[src/rtl/cdb_arbiter.sv]
// Writeback arbiter: per-FU result FIFOs drained round-robin onto a registered
// common data bus, one broadcast per cycle unless cdb_hold is asserted.
module cdb_arbiter #(
  parameter int FU_COUNT  = 8,
  parameter int BUF_DEPTH = 2
) (
  input  logic                                       clk,
  input  logic                                       rst_n,
  input  logic [FU_COUNT-1:0]                        fu_result_valid,
  input  logic [FU_COUNT*8-1:0]                      fu_result_val,
  input  logic [FU_COUNT*4-1:0]                      fu_result_tag,
  input  logic [FU_COUNT*8-1:0]                      fu_result_flags,
  output logic [FU_COUNT-1:0]                        fu_result_ready,
  input  logic                                       cdb_hold,
  output logic [7:0]                                 cdbval,
  output logic [3:0]                                 cdbid,
  output logic [7:0]                                 cdbflags,
  output logic                                       cdbtransmit,
  output logic [$clog2(FU_COUNT*BUF_DEPTH+1)-1:0]    pending
);

  localparam int IW  = (FU_COUNT > 1) ? $clog2(FU_COUNT) : 1;
  localparam int IW1 = IW + 1;
  localparam int PW  = (BUF_DEPTH > 1) ? $clog2(BUF_DEPTH) : 1;
  localparam int CW  = $clog2(BUF_DEPTH + 1);
  localparam int NW  = $clog2(FU_COUNT * BUF_DEPTH + 1);
  localparam int EW  = 20;

  localparam logic [CW-1:0] DEPTH_C    = CW'(BUF_DEPTH);
  localparam logic [PW-1:0] PTR_LAST   = PW'(BUF_DEPTH - 1);
  localparam logic [IW:0]   FU_COUNT_C = IW1'(FU_COUNT);
  localparam logic [IW-1:0] RR_LAST    = IW'(FU_COUNT - 1);

  logic [EW-1:0]   mem_r      [FU_COUNT][BUF_DEPTH];
  logic [CW-1:0]   cnt_r      [FU_COUNT];
  logic [CW-1:0]   cnt_nxt_s  [FU_COUNT];
  logic [PW-1:0]   rptr_r     [FU_COUNT];
  logic [PW-1:0]   wptr_r     [FU_COUNT];
  logic [IW-1:0]   rr_ptr_r;
  logic [IW-1:0]   winner_s;
  logic [IW:0]     idx_s;
  logic            found_s;
  logic            grant_s;
  logic [FU_COUNT-1:0] push_s;
  logic [FU_COUNT-1:0] pop_s;
  logic [NW-1:0]   pending_nxt_s;

  function automatic logic [PW-1:0] ptr_inc(input logic [PW-1:0] p);
    return (p == PTR_LAST) ? {PW{1'b0}} : p + PW'(1);
  endfunction

  // Readiness comes only from registered counts, so a full FIFO refuses even while popped.
  always_comb begin
    for (int i = 0; i < FU_COUNT; i++) begin
      fu_result_ready[i] = (cnt_r[i] != DEPTH_C);
    end
  end

  // Round-robin search starting at rr_ptr for the first non-empty FIFO.
  always_comb begin
    found_s  = 1'b0;
    winner_s = rr_ptr_r;
    idx_s    = {IW1{1'b0}};
    for (int k = 0; k < FU_COUNT; k++) begin
      idx_s = {1'b0, rr_ptr_r} + IW1'(k);
      if (idx_s >= FU_COUNT_C) begin
        idx_s = idx_s - FU_COUNT_C;
      end else begin
        idx_s = idx_s;
      end
      if (!found_s && (cnt_r[idx_s[IW-1:0]] != {CW{1'b0}})) begin
        found_s  = 1'b1;
        winner_s = idx_s[IW-1:0];
      end else begin
        found_s  = found_s;
      end
    end
    grant_s = found_s & ~cdb_hold;
  end

  // Per-FIFO push/pop decisions, next counts and the next pending total.
  always_comb begin
    pending_nxt_s = {NW{1'b0}};
    for (int i = 0; i < FU_COUNT; i++) begin
      push_s[i] = fu_result_valid[i] & fu_result_ready[i];
      pop_s[i]  = grant_s & (winner_s == IW'(i));
      case ({push_s[i], pop_s[i]})
        2'b10:   cnt_nxt_s[i] = cnt_r[i] + CW'(1);
        2'b01:   cnt_nxt_s[i] = cnt_r[i] - CW'(1);
        default: cnt_nxt_s[i] = cnt_r[i];
      endcase
      pending_nxt_s = pending_nxt_s + NW'(cnt_nxt_s[i]);
    end
  end

  // Result storage; contents are don't-care until pushed, so no reset.
  always_ff @(posedge clk) begin
    for (int i = 0; i < FU_COUNT; i++) begin
      if (push_s[i]) begin
        mem_r[i][wptr_r[i]] <= {fu_result_val[i*8 +: 8], fu_result_tag[i*4 +: 4],
                                fu_result_flags[i*8 +: 8]};
      end
    end
  end

  // FIFO control state, round-robin pointer and registered bus outputs.
  always_ff @(posedge clk or negedge rst_n) begin
    if (!rst_n) begin
      for (int i = 0; i < FU_COUNT; i++) begin
        cnt_r[i]  <= {CW{1'b0}};
        rptr_r[i] <= {PW{1'b0}};
        wptr_r[i] <= {PW{1'b0}};
      end
      rr_ptr_r    <= {IW{1'b0}};
      cdbval      <= 8'h00;
      cdbid       <= 4'h0;
      cdbflags    <= 8'h00;
      cdbtransmit <= 1'b0;
      pending     <= {NW{1'b0}};
    end else begin
      for (int i = 0; i < FU_COUNT; i++) begin
        cnt_r[i] <= cnt_nxt_s[i];
        if (push_s[i]) begin
          wptr_r[i] <= ptr_inc(wptr_r[i]);
        end
        if (pop_s[i]) begin
          rptr_r[i] <= ptr_inc(rptr_r[i]);
        end
      end
      cdbtransmit <= grant_s;
      pending     <= pending_nxt_s;
      if (grant_s) begin
        rr_ptr_r <= (winner_s == RR_LAST) ? {IW{1'b0}} : winner_s + IW'(1);
        {cdbval, cdbid, cdbflags} <= mem_r[winner_s][rptr_r[winner_s]];
      end
    end
  end

endmodule
[config.mk]
export PLATFORM = sky130hd
export DESIGN_NAME = cdb_arbiter
export DESIGN_NICKNAME = d
export VERILOG_FILES = /design/src/rtl/cdb_arbiter.sv
export SDC_FILE = /design/constraint.sdc
export NUM_CORES = 1
export LEC_CHECK = 0
export ABC_AREA = 1
export CAP_MARGIN = 20
export CELL_PAD_IN_SITES_DETAIL_PLACEMENT = 1
export CELL_PAD_IN_SITES_GLOBAL_PLACEMENT = 1
export CORE_MARGIN = 2
export CORE_UTILIZATION = 30
export CTS_BUF_LIST = sky130_fd_sc_hd__clkbuf_8
export DETAILED_ROUTE_END_ITERATION = 8
export PLACE_DENSITY_LB_ADDON = 0.1
export SLEW_MARGIN = 15
export SYNTH_ARGS = -nofsm -noshare
export SYNTH_HDL_FRONTEND = slang
export SYNTH_SLANG_ARGS = --single-unit
[constraint.sdc]
create_clock -name clk -period 9.3 [get_ports clk]
set_clock_uncertainty 0.05 [all_clocks]
set_input_delay 1.86 -clock clk [delete_from_list [all_inputs] [get_ports clk]]
set_output_delay 1.86 -clock clk [all_outputs]
set_load 0.02 [all_outputs]
# Word-level counts from Yosys, hierarchy flattened
# Memories as Yosys holds them, arrays and structs flattened.
# Cells that the tools add are included.
[totals]
out_inout_bits = 34
input_bits = 171
latch_bits = 0
ramBits = 320
ff_bits = 61
romBits = 0
n_memories = 1
wordCells = 329
[op_classes]
add_sub_neg = 55
reduce_logical = 31
shifts = 0
eq_ne = 31
mul = 0
bitwise = 36
n_mux = 111
order_cmp = 34
div = 0
[memory_table]
columns = ["name", "depth", "width", "rd", "rd_clocked_by_memory_dff", "wr", "line", "text"]
rows = [
  ["mem_r", 8, 40, 1, 0, 8, "34", "logic [EW-1:0] mem_r [FU_COUNT][BUF_DEPTH];"],
]
[ops]
columns = ["op", "n"]
rows = [
  ["2-to-1 mux 40 bit", 8],
  ["2-to-1 mux 20 bit", 11],
  ["demux 20 bit (select 1 bit)", 8],
  [">= comparator 4 bit (second input constant)", 16],
  ["2-to-1 mux 3 bit", 17],
  ["binary-select mux 2 bit (select 3 bit)", 8],
  ["NOT 3 -> 4 bit", 9],
  ["2-to-1 mux 1 bit", 34],
  ["2-to-1 mux 2 bit", 16],
  ["one-hot mux 2 bit (2 select lines)", 8],
  ["subtractor 3 x 1 -> 3 bit (second input constant)", 8],
  ["adder 5 x 2 -> 5 bit", 4],
  [">= comparator 2 bit (second input constant)", 9],
  ["NOT 1 -> 2 bit", 9],
  ["bitwise AND 1 bit", 17],
  ["adder 1 bit (second input constant)", 16],
  ["adder 2 x 1 -> 2 bit (second input constant)", 8],
  ["adder 3 x 3 -> 4 bit (second input constant)", 4],
  ["equality test 2 x 1 -> 1 bit (second input constant)", 8],
  ["equality test 2 bit (second input constant)", 8],
  ["less-than comparator 2 x 1 -> 1 bit (second input constant)", 8],
  ["!= test 2 bit (second input constant)", 8],
  ["nonzero test 2 bit", 8],
  ["subtractor 2 x 1 -> 2 bit (second input constant)", 8],
  ["other kinds (15)", 40],
]

# Depth between registers and ports, before layout
[logic_depth]
word_depth = 40
ltp_mapped = 40
ltp_nobuf = 37

# Worst setup path before layout
# OpenSTA, ideal clock, no wires.
[synth_timing]
path_kind = "register to register"
startpoint = "reg rr_ptr_r[0]"
endpoint = "reg pending[3]"
path_stages_with_launch = 36
t_required_ns = 9.127
setup_slack_ns = 2.657
path_buffers = 4
arrival_time_ns = 6.470
period_less_slack_ns = 6.643
setup_time_ns = 0.123
cell_sequence = "dfrtp_1 > inv_2 > buf_6 > ha_1 > buf_2 > inv_2 > nand3_1 > nand2_1 > nand3_1 > nand2_2 > nand3_4 > nor2_8 > nand4_1 > nor2_1 > nor2_1 > a21oi_2 > buf_4 > buf_2 > ha_1 > ha_1 > inv_1 > nor2_1 > ha_1 > a21oi_1 > o21ai_0 > xor2_1 > inv_1 > fa_1 > inv_1 > fa_1 > fa_1 > fa_1 > ha_1 > inv_1 > fa_1 > xnor2_1"
[synth_rtl]
columns = ["item", "line", "text"]
rows = [
  ["start: declaration", "39", "logic [IW-1:0] rr_ptr_r;"],
  ["start signal: assignment", "114", "rr_ptr_r <= {IW{1'b0}};"],
  ["start signal: assignment", "133", "rr_ptr_r <= (winner_s == RR_LAST) ? {IW{1'b0}} : winner_s + IW'(1);"],
  ["end signal: assignment", "119", "pending <= {NW{1'b0}};"],
  ["end signal: assignment", "131", "pending <= pending_nxt_s;"],
  ["end: declaration", "19", "output logic [$clog2(FU_COUNT*BUF_DEPTH+1)-1:0] pending"],
]

==> impl_results.md <==
* CTS tree: yes
* Multi-input gate area at about 0.0052 mm²
* HPWL Detailed at approximately 43000 µm
* R2R depth at 32
* Startpoint types: register
* Average cell area after synthesis at 10.75 µm²
* Wirelength per Cell at ~23 µm
* Post-CTS setup buffers at 0
* Delay of the slowest critical-path stage at 930 ps
* Register area share after synthesis at between 60 and 70%
* Area growth syn-to-layout at 23.71%
* Top post-synthesis cells by area: edfxtp_1 56%, nand3_1 13%, dfrtp_1 8.8%
* Initial antenna violation count at 1
* Worst setup path end: pending[2]
* RR Startpoint: rr_ptr_r[0]
* CP max-delay cell: dfrtp_1
* DRC viols at 0
* Worst-path fanout max at 25
* Crit share post-route at between 80 and 90%
* Starting DRT DRC Count at 991
* Outcome: finished clean
* R2r endpoint: pending[2]
* Syn Nets at 1811
* # setup viols final at 0
* Dominant cell type by area after synthesis: edfxtp_1
* Syn Inst Count at about 1600
* R2r setup slk at about 1400 ps
* CP Class: reg -> reg
* PortBufs at 204
* Clock Sinks at 381
* HP Class: reg -> reg
* Boundary Pins at between 200 and 250
* Worst-margin pin slew at 1061 ps
* Die Outline Area at 0.05955 mm²
* H-Tree Depth at 3
* Clock Root Buffer: clkbuf_8
* Yosys top cell area share at 55.59%
* Minimum clock period after layout at between 7000 and 8000 ps
* Yosys reg bits at between 300 and 400
* TNS Setup at 0 ps
* Register area at 0.01114 mm²
* Total of max-cap violations at 0
* Max-slew headroom at between 20% and 30%
* Final ANT Viol Nets at 0
* Gp weighted congestion at between 0.8 and 0.9
* Syn Std Cell Area at about 0.017 mm²
* Share of post-route cells with drive strength above 1 at 10.46%
* Initial Util at a little under a third
* Total grt overflow at 0
* Vias at 12820
* Hold slack at slightly above 400 ps
* Rows at 87
* Maximum clock path buffer count at 3
* Core Footprint at about 0.057 mm²
* Crit. End Element: register
* Slew Viols, Final at 0
* Via density at between 4 and 5
* Critical path startpoint: rr_ptr_r[0]
* Fin. Hold Viols at 0
* Crit path required time at 9770 ps
* WL final at just over 60000 µm
* Fmax at 126.4 MHz
* RSZ-0062 raised after global routing: no
* Fill cell count at between 6000 and 7000
* Vias in the first global route at between 10000 and 15000
* CTS resizes at 0
* Skew-Pair Late Insertion Delay at 650 ps
* Tot GR Track Use at 20.46%
* Synth cell types at 31
* Yosys warns at 0
* Final Util at between 30% and 40%
* Layout Nets at 2020
* Die Span X at 244.0 µm
* Critical path arrival at about 8400 ps
* Hold bufs inserted after CTS at 0
* Largest net degree at the start of global routing at a little under 100
* CTS Buf Count at 72
* First-pass DRT Iterations at 5
* Clk slew on worst S/H paths at ~70 ps
* Wire length of the first global-routing pass at ~89000 µm
* Die height at 244.0 µm
metrics by stage:
stage / cells / setup slack [ps] / cell area, µm²
after floorplan: 1608 / 2657 / 17290
after global placement: 2498 / 1539 / 19970
after detailed placement: 2498 / 1437 / 19970
after CTS: 2629 / 1376 / 21350
after global routing: 2631 / 715.6 / 21380
final: 2632 / 1387 / 21380
how the worst min path moves through the flow:
stage / slack [ps] / cells past startpoint / endpoint / start
after floorplan: 380 / 1 / rptr_r[2] / rptr_r[2]
after global placement: 400 / 1 / rptr_r[4] / rptr_r[4]
after detailed placement: 410 / 1 / rptr_r[2] / rptr_r[2]
after CTS: 420 / 1 / rptr_r[2] / rptr_r[2]
after global routing: 450 / 1 / rptr_r[3] / rptr_r[3]
final: 410 / 1 / rptr_r[2] / rptr_r[2]
cell families after synthesis:
logic type      share of synthesized area (%)
xor+xnor                                1.419
flops                                   64.42
buf+inv                                 5.943
compound gates                          1.122
simple gates                            24.30
fa+ha+maj                               2.794
layout make-up:
type | instances | area share, %
sequential | 381 | 52.07
multi-input combinational | 1013 | 24.38
timing repair buffer | 231 | 10.57
clock buffer | 79 | 5.085
tap | 756 | 4.423
inverter | 118 | 2.071
clock inverter | 52 | 1.381
antenna | 2 | 0.02340
layer usage:
metal / part of all wire (%) / wire (µm) / up-vias / track usage, %
li1: - / - / 5971 / -
met1: 49 / 29920 / 6466 / 30.50
met2: 44 / 26480 / 319 / 30.01
met3: 5.6 / 3382 / 59 / 4.796
met4: 1.7 / 1063 / 0 / 4.555
met5: 0 / 0 / - / 0
synth_stat cells, drive strengths merged:
cell type / n
xor2: 19
nor2: 44
a21oi: 21
or2: 3
nand3b: 2
nand4: 4
edfxtp: 320
o21ai: 17
inv: 118
ha: 21
buf: 88
nand2: 388
clkbuf: 8
nand3: 473
fa: 11
and2: 1
xnor2: 9
dfrtp: 61
cell usage in the layout (no fill, tap or decap), types with 2 or more instances in the layout:
master	instances
nand2_2	9
nor2_4	6
nand2_1	376
bufinv_16	3
ha_1	21
buf_4	26
nand2_4	3
edfxtp_1	320
clkdlybuf4s50_1	203
clkinv_1	13
clkinv_2	7
xnor2_1	9
clkinvlp_4	2
inv_1	119
nor2_2	14
dfrtp_1	61
inv_2	25
xor2_1	19
nand3_1	460
diode_2	2
nor2_1	23
o21ai_0	16
nand3_2	12
fa_1	11
clkbuf_8	79
nand4_1	3
a21oi_1	20
or2_2	3
nand3b_1	2
flip-flops by register name, indices dropped and copies added (netlist names):
signal and cells:
mem_r 320, cnt_r 16, cdbflags 8, cdbval 8, rptr_r 8, wptr_r 8, pending 5, cdbid 4
rr_ptr_r 3, cdbtransmit 1
worst max-delay path, delay by kind of cell, from the launching register on:
kind,cells,cell delay (ps)
XOR/XNOR,1,190
adder cells (fa/ha/maj),9,3790
buffers and inverters,7,790
AO/OA/AOI/OAI,2,210
flip-flops,1,930
AND/OR/NAND/NOR,13,1780
Power is not shown: default switching activity piles up to over one toggle a cycle in this logic, so the estimate is an artifact.
